## src/rtl/seg7_scan_driver.sv

```systemverilog
// Eight-digit multiplexed seven-segment driver fed by an external 3-bit scan index.
// Display data is double-buffered and only committed on a 7->0 frame wrap; anodes are blanked after every digit change.
module seg7_scan_driver #(
  parameter int unsigned BLANK_CYCLES = 4,
  parameter bit          LZ_SUPPRESS  = 1'b1
) (
  input  logic        aclk,
  input  logic        aresetn,
  input  logic [0:2]  select,
  input  logic [31:0] digits,
  input  logic [7:0]  dp_in,
  input  logic [7:0]  blank_mask,
  input  logic        load,
  output logic        loaded,
  output logic [7:0]  an,
  output logic [6:0]  seg,
  output logic        dp
);

  localparam logic [0:0] ST_BLANK = 1'b0;
  localparam logic [0:0] ST_DRIVE = 1'b1;

  localparam logic [3:0] BLANK_INIT   = 4'(BLANK_CYCLES);
  localparam logic [3:0] BLANK_RELOAD = (BLANK_CYCLES == 0) ? 4'd0 : 4'(BLANK_CYCLES - 1);

  // select is declared [0:2]; select[0] is the MSB of the index.
  logic [2:0] sel_in;
  assign sel_in = {select[0], select[1], select[2]};

  logic [0:0]  state;
  logic [0:0]  state_d;
  logic [3:0]  blank_cnt;
  logic [3:0]  blank_cnt_d;
  logic [2:0]  sel_q;
  logic [2:0]  sel_d;

  logic [31:0] stg_digits;
  logic [7:0]  stg_dp;
  logic [7:0]  stg_mask;
  logic        pending;

  logic [31:0] shd_digits;
  logic [7:0]  shd_dp;
  logic [7:0]  shd_mask;
  logic [31:0] shd_digits_d;
  logic [7:0]  shd_dp_d;
  logic [7:0]  shd_mask_d;

  logic        wrap;
  logic        commit;
  logic [7:0]  suppress;
  logic [3:0]  nibble;
  logic [7:0]  an_d;
  logic [6:0]  seg_d;
  logic        dp_d;

  function automatic logic [6:0] seg_decode(input logic [3:0] n);
    logic [6:0] s;
    case (n)
      4'h0: s = 7'b1000000;
      4'h1: s = 7'b1111001;
      4'h2: s = 7'b0100100;
      4'h3: s = 7'b0110000;
      4'h4: s = 7'b0011001;
      4'h5: s = 7'b0010010;
      4'h6: s = 7'b0000010;
      4'h7: s = 7'b1111000;
      4'h8: s = 7'b0000000;
      4'h9: s = 7'b0010000;
      4'hA: s = 7'b0001000;
      4'hB: s = 7'b0000011;
      4'hC: s = 7'b1000110;
      4'hD: s = 7'b0100001;
      4'hE: s = 7'b0000110;
      default: s = 7'b0001110;
    endcase
    return s;
  endfunction

  // Handshake: load is a single-cycle strobe with no back-pressure; a newer load
  // simply replaces staging. loaded pulses for the one cycle whose edge moved
  // staging into the shadow copy that drives the display.
  assign wrap   = (sel_q == 3'd7) && (sel_in == 3'd0);
  assign commit = wrap && pending;

  always_comb begin
    sel_d       = sel_q;
    state_d     = state;
    blank_cnt_d = blank_cnt;
    if (sel_in != sel_q) begin
      sel_d = sel_in;
      if (BLANK_CYCLES == 0) begin
        state_d = ST_DRIVE;
      end else begin
        state_d     = ST_BLANK;
        blank_cnt_d = BLANK_RELOAD;
      end
    end else if (state == ST_BLANK) begin
      if (blank_cnt == 4'd0) begin
        state_d = ST_DRIVE;
      end else begin
        blank_cnt_d = blank_cnt - 4'd1;
      end
    end
  end

  always_comb begin
    shd_digits_d = shd_digits;
    shd_dp_d     = shd_dp;
    shd_mask_d   = shd_mask;
    if (commit) begin
      shd_digits_d = stg_digits;
      shd_dp_d     = stg_dp;
      shd_mask_d   = stg_mask;
    end
  end

  // A digit is a leading zero when it and every more significant nibble are zero.
  always_comb begin
    logic zero_above;
    zero_above = 1'b1;
    suppress   = 8'h00;
    for (int i = 7; i >= 0; i--) begin
      zero_above  = zero_above && (shd_digits_d[4*i +: 4] == 4'h0);
      suppress[i] = LZ_SUPPRESS && (i != 0) && zero_above;
    end
  end

  assign nibble = shd_digits_d[{sel_d, 2'b00} +: 4];

  // Outputs are computed from next-state values so the registered pins line up
  // with the edge on which state changes.
  always_comb begin
    an_d  = 8'hFF;
    seg_d = 7'h7F;
    dp_d  = 1'b1;
    if ((state_d == ST_DRIVE) && !shd_mask_d[sel_d]) begin
      an_d  = ~(8'd1 << sel_d);
      seg_d = suppress[sel_d] ? 7'h7F : seg_decode(nibble);
      dp_d  = ~shd_dp_d[sel_d];
    end
  end

  always_ff @(posedge aclk or negedge aresetn) begin
    if (!aresetn) begin
      state     <= ST_BLANK;
      blank_cnt <= BLANK_INIT;
      sel_q     <= 3'd0;
    end else begin
      state     <= state_d;
      blank_cnt <= blank_cnt_d;
      sel_q     <= sel_d;
    end
  end

  always_ff @(posedge aclk or negedge aresetn) begin
    if (!aresetn) begin
      stg_digits <= 32'h0;
      stg_dp     <= 8'h00;
      stg_mask   <= 8'hFF;
      pending    <= 1'b0;
    end else begin
      if (load) begin
        stg_digits <= digits;
        stg_dp     <= dp_in;
        stg_mask   <= blank_mask;
        pending    <= 1'b1;
      end else if (commit) begin
        pending <= 1'b0;
      end
    end
  end

  always_ff @(posedge aclk or negedge aresetn) begin
    if (!aresetn) begin
      shd_digits <= 32'h0;
      shd_dp     <= 8'h00;
      shd_mask   <= 8'hFF;
    end else begin
      shd_digits <= shd_digits_d;
      shd_dp     <= shd_dp_d;
      shd_mask   <= shd_mask_d;
    end
  end

  always_ff @(posedge aclk or negedge aresetn) begin
    if (!aresetn) begin
      an     <= 8'hFF;
      seg    <= 7'h7F;
      dp     <= 1'b1;
      loaded <= 1'b0;
    end else begin
      an     <= an_d;
      seg    <= seg_d;
      dp     <= dp_d;
      loaded <= commit;
    end
  end

endmodule

```

## config.mk

```make
export PLATFORM = sky130hd
export DESIGN_NAME = seg7_scan_driver
export DESIGN_NICKNAME = d
export VERILOG_FILES = /design/src/rtl/seg7_scan_driver.sv
export SDC_FILE = /design/constraint.sdc
export NUM_CORES = 1
export LEC_CHECK = 0
export CORE_MARGIN = 2
export CORE_UTILIZATION = 30
export DETAILED_ROUTE_END_ITERATION = 10
export PLACE_DENSITY = 0.57
export SLEW_MARGIN = 5
export SYNTH_ARGS = -nofsm -noshare
export SYNTH_HDL_FRONTEND = slang
export SYNTH_SLANG_ARGS = --single-unit
export TNS_END_PERCENT = 20
```

## constraint.sdc

```tcl
create_clock -name aclk -period 2.07 [get_ports aclk]
set_input_delay 0.621 -clock aclk [delete_from_list [all_inputs] [get_ports aclk]]
set_output_delay 0.621 -clock aclk [all_outputs]
set_load 0.005 [all_outputs]
```

==> results.yml <==
final_layout:
  diodes: 0
  postLayoutCellArea_mm2: 0.00818
  synthToLayoutAreaGrowth_pct: 50.1
  multiInputGateArea_mm2: 0.00266
  fin_util_pct: 45.7
  drive_gt1_share_pct: 55.4
  area.sequential_mm2: 0.00309
  fin_nets: 613
  nFillCells: 1606
critical_path:
  cp.arrival_ns: 2.50
  path_max_fanout: 5
  crit_family: "compound AO/OA/AOI/OAI gates"
  rrSetupSlack_ns: -0.1
  crit_chain: "mux4_2, and2_4, a31oi_4, o21ai_4, inv_2, ha_4, inv_4, nor3_4, a21oi_2, o211ai_1"
  cp.required_ns: 2.40
  critPathSlowestCell: "mux4_2"
  worstSetupStartpointType: "flip-flop"
  slowest_delay_ns: 0.46
  setup.worst_path.class: "reg -> reg"
  worst-path-buf-inv: 2
  crit_path_end_kind: "flip-flop"
yosys:
  yosysTopAreaCell: "dfrtp_1"
  synth_edf_count: 0
  ys_ff_latch: 122
  synth_commonest_cells: "mux2_2 (95), dfrtp_1 (89), dfstp_2 (33)"
  synth_top_cell_area_share_pct: 40.8
  synth-async-reset-ratio_pct: 100
  postSynthNetCount: 467
  synthCells: 406
  synth_xor_xnor_area_share_pct: 1.24
  synth_cell_type_count: 54
  ys.flop_type: "dfrtp_1"
  yosysWarningCount: 0
  synthMuxAreaShare_pct: 23.4
  yosysMostFrequentCell: "mux2_2"
  synth_top_family_by_area: "multiplexers"
  syn-cell-area_mm2: 0.00545
  synth-simple-area-share_pct: 8.01
  synth-compound-area-share_pct: 6.59
  yosysSeqAreaShare_pct: 56.7
  syn_avg_cell_area_um2: 13.4
  synthAdderAreaFrac_pct: 1.61
  synthTopCellsByArea: "dfrtp_1 (41%), mux2_2 (20%), dfstp_2 (16%)"
grt:
  grt_pass1_wl_mm: 21.5
  antenna_found_initial: 0
  grt_pass1_vias: 4093
  track_usage_pct: 14.1
  grt_overflow: 0
  grt_max_degree: 67
timing:
  rsz0062_at_grt: "true"
  worst_pin_slew_ns: 0.540
  setup_violations: 5
  period_minus_slack_ns: 2.17
  finClkSkew_ns: 0.00619
  relSlewSlack_pct: 63.6
  hold_viol_final: 0
  fin_ws_ns: -0.0969
  timing.fmax_mhz: 461
  slew_violations: 0
  period_share_pct: 105
floorplanning:
  fp.dieArea_mm2: 0.0193
  die_x_um: 139
  coreArea_mm2: 0.0179
  die_h_um: 139
  start_util_pct: 30.5
  num_rows: 49
  num_io_pins: 71
detailed_routing:
  wire_per_inst_um: 16.6
  wl_mm: 13.2
  drt_iter0_markers: 160
  drc: 0
  drtAntennaViolNets: 0
  viasPerCell: 4.83
  num_vias: 3832
  first_pass_iters: 4
clock_tree:
  cts_tree: "done"
  cts-root-buf: "clkbuf_16"
  hold_buffers: 0
  clkTransAtPathRegs_ns: 0.05
  cts_buffers: 17
  clock_path_buffers: 2
  h-tree-depth: 4
  insertion_delay_ns: 0.42
  cts_sinks: 122
placement:
  post_dp_cell_area_mm2: 0.00689
  gp_congestion: 0.821
  dp_hpwl_mm: 9.23
  portBuffers: 70
power:
  power_frac_clock_pct: 42.0
  p_per_area_mw_per_mm2: 907
  seqPwrFrac_pct: 39.8
  p_int_mw: 5.57
  switchingPower_mw: 1.85
  irDropWorstVdd_uv: 631
  p_sw_share_pct: 25.0
  combPwrFrac_pct: 18.2
  p_leak_nw: 3.37
outcome:
  violations: "negative setup slack"
  status: "finished, violations left"
worst_hold_path:
  hold_class: "in -> async"
job:
  cap_viol_max_count: 0
## power by group through the flow
stage | Clock (mW) | Sequential (mW) | Combinational, mW
floorplan | 0 | 2.88 | 0.662
global placement | 0 | 2.98 | 1.01
detailed placement | 0 | 2.99 | 1.04
CTS | 3.18 | 2.95 | 1.22
global route | 3.31 | 2.99 | 1.46
finish | 3.12 | 2.96 | 1.35
## cell families after synthesis
kind of cell               after synthesis
muxes                                  111
xor gates and xnor gates                 6
DFF                                    122
AOI/OAI and AO/OA                       48
and+or+nand+nor                         82
buffers and inverters                   30
adders and majority gates                7
## area by class of cell
cell class / count / area share, %
clock inverter: 11 / 2.06
sequential: 122 / 37.8
inverter: 9 / 0.505
timing repair buffer: 148 / 18.0
clock buffer: 21 / 5.63
multi-input combinational: 254 / 32.5
tap: 229 / 3.50
## final timing paths
kind                            cells past startpoint      startpoint            to
max in group asynchronous                           2         aresetn            dp
worst min register to register                      1       shd_dp[0]     shd_dp[0]
min in group aclk                                   1       shd_dp[0]     shd_dp[0]
worst max register to register                     10  shd_digits[17]        seg[4]
worst max-delay path                               10  shd_digits[17]        seg[4]
worst min-delay path                                1         aresetn  blank_cnt[0]
## sequential cells by signal, indices dropped and copies added, names as in the netlist, 3 cells and up
| register | count |
|---|---|
| an | 8 |
| blank_cnt | 4 |
| seg | 7 |
| sel_q | 3 |
| shd_digits | 32 |
| shd_dp | 8 |
| shd_mask | 8 |
| stg_digits | 32 |
| stg_dp | 8 |
| stg_mask | 8 |
## cell usage in the layout (no fill, tap or decap), types with 4 or more instances in the layout
cell and count:
buf_12 8, buf_4 60, o21ai_0 6, mux2i_1 5, dfstp_2 33, clkbuf_16 17, nor2_1 9, mux2_4 6
bufinv_16 4, clkdlybuf4s50_1 50, dlymetal6s2s_1 12, nor4_1 10, nand2_1 20, nand3_2 6, mux2_2 93, inv_1 5
buf_6 13, dfrtp_1 89, nand3_1 6
## worst register-to-register path: stages, from the launching register on
cell and delay (ns):
dfrtp_1 0.41, mux4_2 0.46, and2_4 0.16, a31oi_4 0.16
o21ai_4 0.12, inv_2 0.12, ha_4 0.16, inv_4 0.04
nor3_4 0.23, a21oi_2 0.05, o211ai_1 0.18
## stage by stage
step | setup WS (ns) | TNS, ns | cells | power (mW) | hold WS [ns]
after CTS | -0.0887 | -0.343 | 788 | 7.36 | 0.0230
after global placement | -0.991 | -40.34 | 742 | 3.99 | 0.470
after detailed placement | -1.05 | -42.41 | 742 | 4.03 | 0.470
after floorplan | -0.305 | -1.89 | 406 | 3.55 | 0.325
final | -0.0969 | -0.371 | 794 | 7.43 | 0.0384
after global routing | -0.187 | -0.855 | 794 | 7.77 | 0.0313
## timing repair
item / in CTS / in global routing
setup endpoints to repair: 60 / 41
cloned: 1 / 0
pin swaps: 19 / 21
gates resized for setup: 65 / 52
buffers inserted: 13 / 7
## metal layers
metal | part of all wire [%] | track usage [%]
met3 | 4.1 | 3.69
met4 | 2.3 | 6.33
met5 | 0 | 0
met1 | 44 | 18.1
met2 | 50 | 22.6
Power figures use the tool's default switching activity.
